<file path="src/rtl/pipe_mux_n_pkg.sv">
// Shared constants and the reference N-way select function for pipe_mux_n.
package pipe_mux_n_pkg;

  localparam int unsigned MaxNumIn = 16;
  // Widest channel the shared select function can carry.
  localparam int unsigned MaxWidth = 128;
  localparam int unsigned MaxBits  = MaxNumIn * MaxWidth;

  // Returns channel `sel` of `data` (channels packed `width` bits apart), or 0 when
  // `sel` is not a valid channel index.
  function automatic logic [MaxWidth-1:0] pipe_mux_sel(input logic [MaxBits-1:0] data,
                                                       input int unsigned      sel,
                                                       input int unsigned      width,
                                                       input int unsigned      num_in);
    logic [MaxWidth-1:0] mask;
    if (sel >= num_in) begin
      return '0;
    end
    mask = {MaxWidth{1'b1}} >> (MaxWidth - width);
    return MaxWidth'(data >> (sel * width)) & mask;
  endfunction

endpackage

</file>
<file path="src/rtl/pipe_mux_n_if.sv">
// Upstream/downstream handshake bundle of the back-pressured N-way select stage.
interface pipe_mux_n_if #(
  parameter int unsigned WIDTH  = 32,
  parameter int unsigned NUM_IN = 3,
  parameter int unsigned SEL_W  = $clog2(NUM_IN)
);
  logic [NUM_IN*WIDTH-1:0] in_data;
  logic [SEL_W-1:0]        sel;
  logic                    in_valid;
  logic                    in_ready;
  logic                    flush;
  logic [WIDTH-1:0]        out_data;
  logic                    out_valid;
  logic                    out_ready;
  logic                    sel_err;

  // Environment side: drives operands, flush and downstream ready.
  modport master (
    output in_data, sel, in_valid, flush, out_ready,
    input  in_ready, out_data, out_valid, sel_err
  );

  // Stage side.
  modport slave (
    input  in_data, sel, in_valid, flush, out_ready,
    output in_ready, out_data, out_valid, sel_err
  );
endinterface

</file>
<file path="src/rtl/pipe_mux_n_mux_n_comb.sv">
// Purely combinational N-to-1 WIDTH-bit selector with an out-of-range flag.
module mux_n_comb import pipe_mux_n_pkg::*; #(
  parameter int unsigned WIDTH  = 32,
  parameter int unsigned NUM_IN = 3,
  parameter int unsigned SEL_W  = $clog2(NUM_IN)
) (
  input  logic [NUM_IN*WIDTH-1:0] data_i,
  input  logic [SEL_W-1:0]        sel_i,
  output logic [WIDTH-1:0]        data_o,
  output logic                    oor_o
);

  logic [MaxBits-1:0]  data_ext;
  logic [MaxWidth-1:0] sel_val;

  // Widen to the package's fixed-size view and pick the channel.
  always_comb begin
    data_ext = MaxBits'(data_i);
    sel_val  = pipe_mux_sel(data_ext, 32'(sel_i), WIDTH, NUM_IN);
    data_o   = sel_val[WIDTH-1:0];
  end

  // A power-of-two channel count leaves no unused select codes.
  if ((1 << SEL_W) == NUM_IN) begin : g_pow2
    assign oor_o = 1'b0;
  end else begin : g_oor
    assign oor_o = (32'(sel_i) >= NUM_IN);
  end

endmodule

</file>
<file path="src/rtl/pipe_mux_n.sv">
// N-way operand select with a registered output and a two-entry (main + skid) buffer.
module pipe_mux_n import pipe_mux_n_pkg::*; #(
  parameter int unsigned WIDTH  = 32,
  parameter int unsigned NUM_IN = 3,
  parameter int unsigned SEL_W  = $clog2(NUM_IN)
) (
  input logic          clk_i,
  input logic          reset_i,
  pipe_mux_n_if.slave  bus
);

  logic [WIDTH-1:0] new_data;
  logic             new_oor;
  logic             accept;
  logic             drain;

  logic [WIDTH-1:0] main_data_q, main_data_d;
  logic [WIDTH-1:0] skid_data_q, skid_data_d;
  logic             main_v_q, main_v_d;
  logic             skid_v_q, skid_v_d;
  logic             sel_err_q, sel_err_d;

  mux_n_comb #(
    .WIDTH  (WIDTH),
    .NUM_IN (NUM_IN),
    .SEL_W  (SEL_W)
  ) u_mux (
    .data_i (bus.in_data),
    .sel_i  (bus.sel),
    .data_o (new_data),
    .oor_o  (new_oor)
  );

  // in_ready comes straight from the skid flag, so out_ready never reaches it combinationally.
  assign accept = bus.in_valid && !skid_v_q;
  assign drain  = main_v_q && bus.out_ready;

  // Next-state of the main/skid pair and the sticky select-error flag.
  always_comb begin
    main_v_d    = main_v_q;
    main_data_d = main_data_q;
    skid_v_d    = skid_v_q;
    skid_data_d = skid_data_q;
    // Flush does not mask this: an out-of-range accept is still recorded.
    sel_err_d   = sel_err_q | (accept & new_oor);

    if (bus.flush) begin
      main_v_d = 1'b0;
      skid_v_d = 1'b0;
    end else if (!main_v_q || drain) begin
      if (skid_v_q) begin
        // accept is necessarily low here, so the skid simply empties into main.
        main_v_d    = 1'b1;
        main_data_d = skid_data_q;
        skid_v_d    = 1'b0;
      end else if (accept) begin
        main_v_d    = 1'b1;
        main_data_d = new_data;
      end else if (drain) begin
        main_v_d = 1'b0;
      end
    end else if (accept) begin
      skid_v_d    = 1'b1;
      skid_data_d = new_data;
    end
  end

  // State registers with synchronous reset.
  always_ff @(posedge clk_i) begin
    if (reset_i) begin
      main_v_q    <= 1'b0;
      main_data_q <= '0;
      skid_v_q    <= 1'b0;
      skid_data_q <= '0;
      sel_err_q   <= 1'b0;
    end else begin
      main_v_q    <= main_v_d;
      main_data_q <= main_data_d;
      skid_v_q    <= skid_v_d;
      skid_data_q <= skid_data_d;
      sel_err_q   <= sel_err_d;
    end
  end

  assign bus.in_ready  = !skid_v_q;
  assign bus.out_valid = main_v_q;
  assign bus.out_data  = main_data_q;
  assign bus.sel_err   = sel_err_q;

endmodule
</file>
<file path="src/flat_wrapper.sv">
// flat-port wrapper written by rule: the top's interface ports become plain ports
module pipe_mux_n_flat import pipe_mux_n_pkg::*;
#(
  parameter int unsigned WIDTH  = 32,
  parameter int unsigned NUM_IN = 3,
  parameter int unsigned SEL_W  = $clog2(NUM_IN)
)
  (clk_i, reset_i, bus_in_data, bus_sel, bus_in_valid, bus_flush, bus_out_ready, bus_in_ready, bus_out_data, bus_out_valid, bus_sel_err);
  pipe_mux_n_if #(.WIDTH(WIDTH), .NUM_IN(NUM_IN), .SEL_W(SEL_W)) bus_i ();
  input logic clk_i;
  input logic reset_i;
  input wire logic [$bits(bus_i.in_data)-1:0] bus_in_data;
  input wire logic [$bits(bus_i.sel)-1:0] bus_sel;
  input wire logic [$bits(bus_i.in_valid)-1:0] bus_in_valid;
  input wire logic [$bits(bus_i.flush)-1:0] bus_flush;
  input wire logic [$bits(bus_i.out_ready)-1:0] bus_out_ready;
  output wire logic [$bits(bus_i.in_ready)-1:0] bus_in_ready;
  output wire logic [$bits(bus_i.out_data)-1:0] bus_out_data;
  output wire logic [$bits(bus_i.out_valid)-1:0] bus_out_valid;
  output wire logic [$bits(bus_i.sel_err)-1:0] bus_sel_err;
  assign bus_i.in_data = bus_in_data;
  assign bus_i.sel = bus_sel;
  assign bus_i.in_valid = bus_in_valid;
  assign bus_i.flush = bus_flush;
  assign bus_i.out_ready = bus_out_ready;
  assign bus_in_ready = bus_i.in_ready;
  assign bus_out_data = bus_i.out_data;
  assign bus_out_valid = bus_i.out_valid;
  assign bus_sel_err = bus_i.sel_err;
  pipe_mux_n #(.WIDTH(WIDTH), .NUM_IN(NUM_IN), .SEL_W(SEL_W)) u_core (.clk_i(clk_i), .reset_i(reset_i), .bus(bus_i));
endmodule
</file>
<file path="config.mk">
export PLATFORM = sky130hd
export DESIGN_NAME = pipe_mux_n_flat
export DESIGN_NICKNAME = d
export VERILOG_FILES = /design/src/rtl/pipe_mux_n_pkg.sv /design/src/rtl/pipe_mux_n_if.sv /design/src/rtl/pipe_mux_n_mux_n_comb.sv /design/src/rtl/pipe_mux_n.sv /design/src/flat_wrapper.sv
export SDC_FILE = /design/constraint.sdc
export NUM_CORES = 1
export LEC_CHECK = 0
export CORE_ASPECT_RATIO = 0.9
export CORE_MARGIN = 2
export CORE_UTILIZATION = 47
export DETAILED_ROUTE_END_ITERATION = 16
export MAX_ROUTING_LAYER = met4
export PLACE_DENSITY = 0.95
export SYNTH_ARGS = -nofsm -noshare
export SYNTH_HDL_FRONTEND = slang
export SYNTH_SLANG_ARGS = --single-unit
export TNS_END_PERCENT = 5
</file>
<file path="constraint.sdc">
create_clock -name clk_i -period 3.8 [get_ports clk_i]
set_clock_uncertainty 0.05 [all_clocks]
set_input_delay 0.38 -clock clk_i [delete_from_list [all_inputs] [get_ports clk_i]]
set_output_delay 0.38 -clock clk_i [all_outputs]
set_load 0.02 [all_outputs]
</file>
==> results of run 1 <==
metrics by stage:
step / area [um2] / total power [uW] / hold WS [ps] / std cells
after floorplan: 3430 / 904 / 420 / 364
after global placement: 4770 / 1070 / 407 / 551
after detailed placement: 4770 / 1080 / 429 / 551
after CTS: 4940 / 1590 / 417 / 567
after global routing: 4950 / 1660 / 427 / 568
final: 4950 / 1610 / 430 / 568
power groups by stage:
stage / Combinational [uW] / Clock (uW) / Sequential (uW)
global route: 353 / 566 / 737
CTS: 329 / 530 / 735
detailed placement: 327 / 0 / 750
finish: 332 / 537 / 736
global placement: 317 / 0 / 750
floorplan: 137 / 0 / 768
synth_stat cells, drive strengths merged (6+ instances only):
| library cell | instances | share of area |
|---|---|---|
| dfxtp | 67 | 0.39 |
| a211oi | 33 | 0.072 |
| nand3 | 29 | 0.042 |
| o221ai | 29 | 0.074 |
| a21oi | 32 | 0.047 |
| nor2 | 6 | 0.0073 |
| o311ai | 32 | 0.082 |
| mux2 | 32 | 0.11 |
| clkbuf | 32 | 0.035 |
| a22oi | 32 | 0.070 |
| buf | 21 | 0.033 |
layout by cell type (no fill, tap or decap), types with 2 or more instances in the layout:
cell type        Yosys  layout
clkinv_2             0       2
clkbuf_1            32       3
clkbuf_8             0      11
o311ai_0            32      32
clkdlybuf4s50_1      0     135
dfxtp_1             67      67
clkinv_1             3       3
buf_4                1      10
o221ai_1            29      29
a21oi_1             32      32
o41ai_1              2       2
mux2_2              32      32
a221oi_1             3       3
nor2b_2              0       2
buf_2               18       2
a211oi_1            33      33
nand3_1             29      29
nor2_1               5       5
a22oi_1             32      32
worst max-delay path, stage by stage:
cell             delay, ps
clkdlybuf4s50_1        490
nor2b_2                960
or3_1                 1020
o221ai_1               230
per-layer routing:
metal	share of wire	wire length, um
met1	0.38	4360
met2	0.50	5640
met3	0.097	1110
met4	0.025	286
met5	0	0
how the worst max path moves through the flow:
stage,start,end,slack [ps],cells after the start
after floorplan,bus_sel[0],u_core.bus.out_data[28]$_SDFFE_PP0P_,2190,5
after global placement,bus_out_ready,u_core.bus.out_data[27]$_SDFFE_PP0P_,650,4
after detailed placement,bus_out_ready,u_core.bus.out_data[16]$_SDFFE_PP0P_,550,4
after CTS,bus_out_ready,u_core.bus.out_data[12]$_SDFFE_PP0P_,920,4
after global routing,bus_out_ready,u_core.bus.out_data[21]$_SDFFE_PP0P_,660,4
final,bus_out_ready,u_core.bus.out_data[12]$_SDFFE_PP0P_,810,4
sequential cells by signal, summed over array words and instances (netlist names):
register and count:
u_core.bus.sel_err 1, u_core.bus.out_data 32, u_core.bus.out_valid 1, u_core.skid_data_q 32, u_core.skid_v_q 1
layout make-up:
cell class / count / area, um2 / area share
inverter: 4 / 15.0 / 0.00303
timing repair buffer: 148 / 1450 / 0.293
clock inverter: 2 / 10.0 / 0.00202
multi-input combinational: 240 / 1860 / 0.375
tap: 93 / 116 / 0.0235
clock buffer: 14 / 163 / 0.0328
sequential: 67 / 1340 / 0.271
kinds of logic (layout without fill, tap and decap cells):
family | count (synthesis) | in the layout | synth area share
DFF | 67 | 67 | 0.391
AOI/OAI and AO/OA | 165 | 165 | 0.365
muxes | 32 | 32 | 0.105
and+or+nand+nor | 43 | 43 | 0.0661
buffers and inverters | 57 | 168 | 0.0723
==> flow_metrics.py, run 1 <==
metrics = {
    "die": {
        "fp.dieArea_um2": 7990,
        "die_x_um": 94.0,
        "starting_utilization_of_the_core_area": 0.484,
        "num_rows": 29,
        "fp.dieH_um": 85.0,
        "core_region_area_um2": 7080,
        "boundaryPins": 138,
    },
    "hold_path": {
        "hold_path_startpoint": "reset_i",
        "worstHoldEndpoint": "u_core.bus.out_valid$_SDFFE_PP0P_",
        "hold-path-cell-count": 2,
        "worstHoldPathType": "in -> reg",
    },
    "timing": {
        "final_hold_viol_count": 0,
        "finalSetupViolCount": 0,
        "time_the_worst_path_needs_with_i_o_delays_and_setup_ps": 2990,
        "postLayoutSetupSlackWorst_ps": 812,
        "fin_tns_setup_ps": 0,
        "timing.final.crit_share": 0.786,
        "worst-slew-pin-transition_ps": 1210,
        "rsz0062_at_grt": "false",
        "finalMaxSlewViolations": 0,
        "maxSlewHeadroom": 0.191,
        "maxClockFrequency_mhz": 335,
    },
    "global_routing": {
        "groute.layer.met2.usage": 0.464,
        "grt_busiest_layer": "met2",
        "grt_util_all_layers": 0.289,
        "grt_pass1_wl_um": 17800,
        "first_global_vias": 3738,
        "antenna_found_initial": 0,
        "grt_util_met1": 0.337,
        "grt-ovfl-total": 0,
        "grtUsageMet3": 0.0790,
        "grt_start_max_net_pins": 62,
    },
    "clock_tree": {
        "htree_levels": 3,
        "cts_inserted_buffers": 9,
        "postCtsHoldBufs": 0,
        "cts.reportedPaths.clkPinSlew_ps": 70,
        "postCtsResizedCells": 0,
        "cts_tree": "done",
        "root_buffer": "clkbuf_8",
        "ctsLongestPathBuffers": 2,
        "worst_skew_pair.late_latency_ps": 350,
        "post_cts_buffers": 0,
        "cts_sinks": 67,
    },
    "logic_synthesis": {
        "syn_nets": 467,
        "synthArstFlopShare": 0,
        "synth_edf_count": 0,
        "ys.warnings.count": 0,
        "seq_area_frac_synth": 0.391,
        "synthesis.area_per_instance_um2": 9.41,
        "synth.distinct_cells": 28,
        "synth_area_um2": 3430,
        "synth.ff_latch_count": 67,
        "synth_flop_cell": "dfxtp_1",
        "syn_inst": 364,
    },
    "worst_setup_path": {
        "timing.critical_path.required_ps": 3920,
        "worst-r2r-cell-count": 3,
        "critical_path.reg2reg.endpoint": "u_core.bus.out_data[12]$_SDFFE_PP0P_",
        "reg2reg_setup_slack_ps": 930,
        "critical_path.reg2reg.startpoint": "u_core.bus.out_valid$_SDFFE_PP0P_",
        "critical_setup_path_kind": "in -> reg",
        "worst_ep_arrival_time_ps": 3100,
        "cp-start-kind": "primary input",
        "worstPathMaxFanout": 33,
        "endpoint_kind": "register",
    },
    "pwr": {
        "combPwrFrac": 0.207,
        "cellInternalPower_uw": 1170,
        "power-per-cell-area_nw_per_um2": 324,
        "p_switching_uw": 431,
        "clock_power_share": 0.335,
        "switching_share": 0.269,
        "sequential_share_of_power": 0.458,
        "power_leakage_uw": 0.00159,
        "vdd.ir_drop.worst_mv": 0.212,
    },
    "layout": {
        "nNetsFinal": 573,
        "fillCellCount": 524,
        "postLayoutCoreUtil": 0.700,
        "antenna_diode_count": 0,
        "fraction_of_layout_instances_using_a_drive_strength_above_1": 0.133,
        "syn_to_final_growth_pct": 44.6,
    },
    "drt": {
        "detail_route.vias_per_cell": 6.68,
        "wirelength_um": 11400,
        "drt-initial-drc-count": 457,
        "route.detailed.drc": 0,
        "routedWlPerCell_um": 20.1,
        "drt_pass1_iterations": 6,
        "dr_total_vias": 3796,
        "post_route_ant_nets": 0,
    },
    "place": {
        "port_buffers": 137,
        "worst_slack_at_placement_ps": 554,
        "routabilityCongestion": 0.781,
        "detailedPlacementHpwl_um": 7320,
    },
    "flow_run": {
        "max_cap_violations": 0,
    },
    "run_status": {
        "status": "finished clean",
    },
}
Note: power is estimated with default switching activity, not from simulation.
==> run 2, diff against run 1 <==
--- a/config.mk
+++ b/config.mk
@@ -7,10 +7,10 @@
 export LEC_CHECK = 0
 export CORE_ASPECT_RATIO = 0.9
 export CORE_MARGIN = 2
-export CORE_UTILIZATION = 47
+export CORE_UTILIZATION = 44
 export DETAILED_ROUTE_END_ITERATION = 16
 export MAX_ROUTING_LAYER = met4
-export PLACE_DENSITY = 0.95
+export PLACE_DENSITY = 0.93
 export SYNTH_ARGS = -nofsm -noshare
 export SYNTH_HDL_FRONTEND = slang
 export SYNTH_SLANG_ARGS = --single-unit
==> constraint.sdc (replaced) <==
create_clock -name clk_i -period 2.8 [get_ports clk_i]
set_clock_uncertainty 0.05 [all_clocks]
set_input_delay 0.28 -clock clk_i [delete_from_list [all_inputs] [get_ports clk_i]]
set_output_delay 0.28 -clock clk_i [all_outputs]
set_load 0.02 [all_outputs]
==> flow_metrics.py, run 2 (synthesis gave the netlist of run 1 again) <==
metrics = {
    "run_status": {
        "status": "finished clean",
    },
    "pwr": {
        "switching_share": 0.277,
        "vdd.ir_drop.worst_mv": 0.235,
        "total_power_uw": 2130,
        "power-per-cell-area_nw_per_um2": 429,
        "cellInternalPower_uw": 1540,
        "sequential_share_of_power": 0.468,
        "clock_power_share": 0.319,
        "combPwrFrac": 0.213,
        "power_leakage_uw": 0.00160,
        "p_switching_uw": 590,
    },
    "layout": {
        "nNetsFinal": 577,
        "layout_commonest_cell": "clkdlybuf4s50_1",
        "postLayoutCoreUtil": 0.659,
        "fraction_of_layout_instances_using_a_drive_strength_above_1": 0.142,
        "syn_to_final_growth_pct": 45.0,
        "layout.cells.most_common_list": "clkdlybuf4s50_1 (135), dfxtp_1 (67), a211oi_1 (33)",
        "antenna_diode_count": 0,
    },
    "drt": {
        "wirelength_um": 11400,
        "route.detailed.drc": 0,
        "post_route_ant_nets": 0,
        "routedWlPerCell_um": 19.9,
        "dr_total_vias": 3761,
        "detail_route.vias_per_cell": 6.54,
        "drt_pass1_iterations": 6,
        "drt-initial-drc-count": 445,
    },
    "timing": {
        "postLayoutSetupSlackWorst_ps": 207,
        "maxClockFrequency_mhz": 386,
        "worst-slew-pin-transition_ps": 1160,
        "finalMaxSlewViolations": 0,
        "time_the_worst_path_needs_with_i_o_delays_and_setup_ps": 2590,
        "timing.final.crit_share": 0.926,
        "maxSlewHeadroom": 0.225,
        "rsz0062_at_grt": "false",
        "final_hold_viol_count": 0,
        "finalSetupViolCount": 0,
    },
    "worst_setup_path": {
        "worst_ep_arrival_time_ps": 2740,
        "critical_path_buf_inv_count": 2,
        "crit_chain": "clkdlybuf4s50_1 > nor2b_2 > or3_1 > buf_4 > o221ai_1",
        "critical_setup_path_kind": "in -> reg",
        "endpoint_kind": "register",
        "critical_path.max_stage_delay_ps": 920,
        "timing.critical_path.required_ps": 2950,
        "cp-start-kind": "primary input",
        "worst_path_dominant_cell_family": "simple AND/OR/NAND/NOR gates",
        "slowest_stage": "nor2b_2",
        "reg2reg_setup_slack_ps": 230,
        "worstPathMaxFanout": 33,
    },
    "global_routing": {
        "grt_util_all_layers": 0.272,
        "first_global_vias": 3587,
        "grt_pass1_wl_um": 18200,
        "grt_start_max_net_pins": 55,
        "grt-ovfl-total": 0,
        "antenna_found_initial": 0,
    },
    "die": {
        "fp.dieH_um": 87.7,
        "core_region_area_um2": 7540,
        "die_x_um": 97.0,
        "boundaryPins": 138,
        "starting_utilization_of_the_core_area": 0.454,
        "num_rows": 30,
        "fp.dieArea_um2": 8510,
    },
    "clock_tree": {
        "cts_sinks": 67,
        "ctsLongestPathBuffers": 2,
        "cts_tree": "done",
        "root_buffer": "clkbuf_8",
        "htree_levels": 3,
        "postCtsResizedCells": 0,
        "worst_skew_pair.late_latency_ps": 350,
        "post_cts_buffers": 0,
        "postCtsHoldBufs": 0,
        "cts.reportedPaths.clkPinSlew_ps": 70,
        "cts_inserted_buffers": 9,
    },
    "place": {
        "detailedPlacementHpwl_um": 7730,
        "port_buffers": 137,
        "routabilityCongestion": 0.853,
        "worst_slack_at_placement_ps": -66.8,
    },
    "flow_run": {
        "max_cap_violations": 0,
    },
    "hold_path": {
        "worstHoldPathType": "in -> reg",
    },
}
==> run 2: cell count changes in the layout (fill, tap and decap cells not counted), sizes merged <==
cell	before	now
clkinvlp	0	2
clkbuf	14	12
buf	13	16
clkinv	5	6
==> run 2: final timing paths <==
check / startpoint / to / cells past startpoint
worst max-delay path: bus_out_ready / u_core.bus.out_data[7]$_SDFFE_PP0P_ / 5
worst min-delay path: reset_i / u_core.bus.out_data[28]$_SDFFE_PP0P_ / 4
worst max register to register: u_core.bus.out_valid$_SDFFE_PP0P_ / u_core.bus.out_data[7]$_SDFFE_PP0P_ / 4
worst min register to register: u_core.bus.sel_err$_SDFF_PP0_ / u_core.bus.sel_err$_SDFF_PP0_ / 2
==> run 2: metal layers <==
metal,vias up,wire [um],track usage
met5,-,0,-
met4,0,259,0.0807
met3,35,1200,0.0782
met2,265,5460,0.443
met1,1756,4520,0.333
li1,1705,-,-
==> run 2: layout make-up <==
class                      instances  area, um2
tap                               96        120
inverter                           4       15.0
multi-input combinational        240       1860
timing repair buffer             152       1470
clock buffer                      11        131
fill                             589       2570
clock inverter                     5       30.0
sequential                        67       1340
==> run 2: tightest hold or removal path, delay by kind of cell <==
kind	cells	cell delay [ps]
buffers and inverters	2	240
AO/OA/AOI/OAI	2	240
==> run 2: stage by stage <==
step | instance area [um2] | hold WS (ps) | TNS (ps) | std cells
2_1_floorplan | 3430 | 420 | 0 | 364
3_5_place_dp | 4810 | 430 | -806 | 559
4_1_cts | 4970 | 376 | 0 | 575
5_1_grt | 4970 | 430 | 0 | 575
6_report | 4970 | 402 | 0 | 575
3_3_place_gp | 4810 | 410 | 0 | 559
==> run 2: power groups by stage <==
stage	logic (uW)	registers (uW)	clock network, uW
finish	454	999	680
global route	482	1000	728
CTS	450	998	683
detailed placement	449	1020	0
global placement	434	1020	0
floorplan	185	1040	0
==> run 3, diff against run 2 <==
--- a/config.mk
+++ b/config.mk
@@ -11,6 +11,7 @@
 export DETAILED_ROUTE_END_ITERATION = 16
 export MAX_ROUTING_LAYER = met4
 export PLACE_DENSITY = 0.93
+export SKIP_CTS_REPAIR_TIMING = 1
 export SYNTH_ARGS = -nofsm -noshare
 export SYNTH_HDL_FRONTEND = slang
 export SYNTH_SLANG_ARGS = --single-unit
==> results of run 3 <==
Final layout, timing and power as in run 2 (identical DEF).
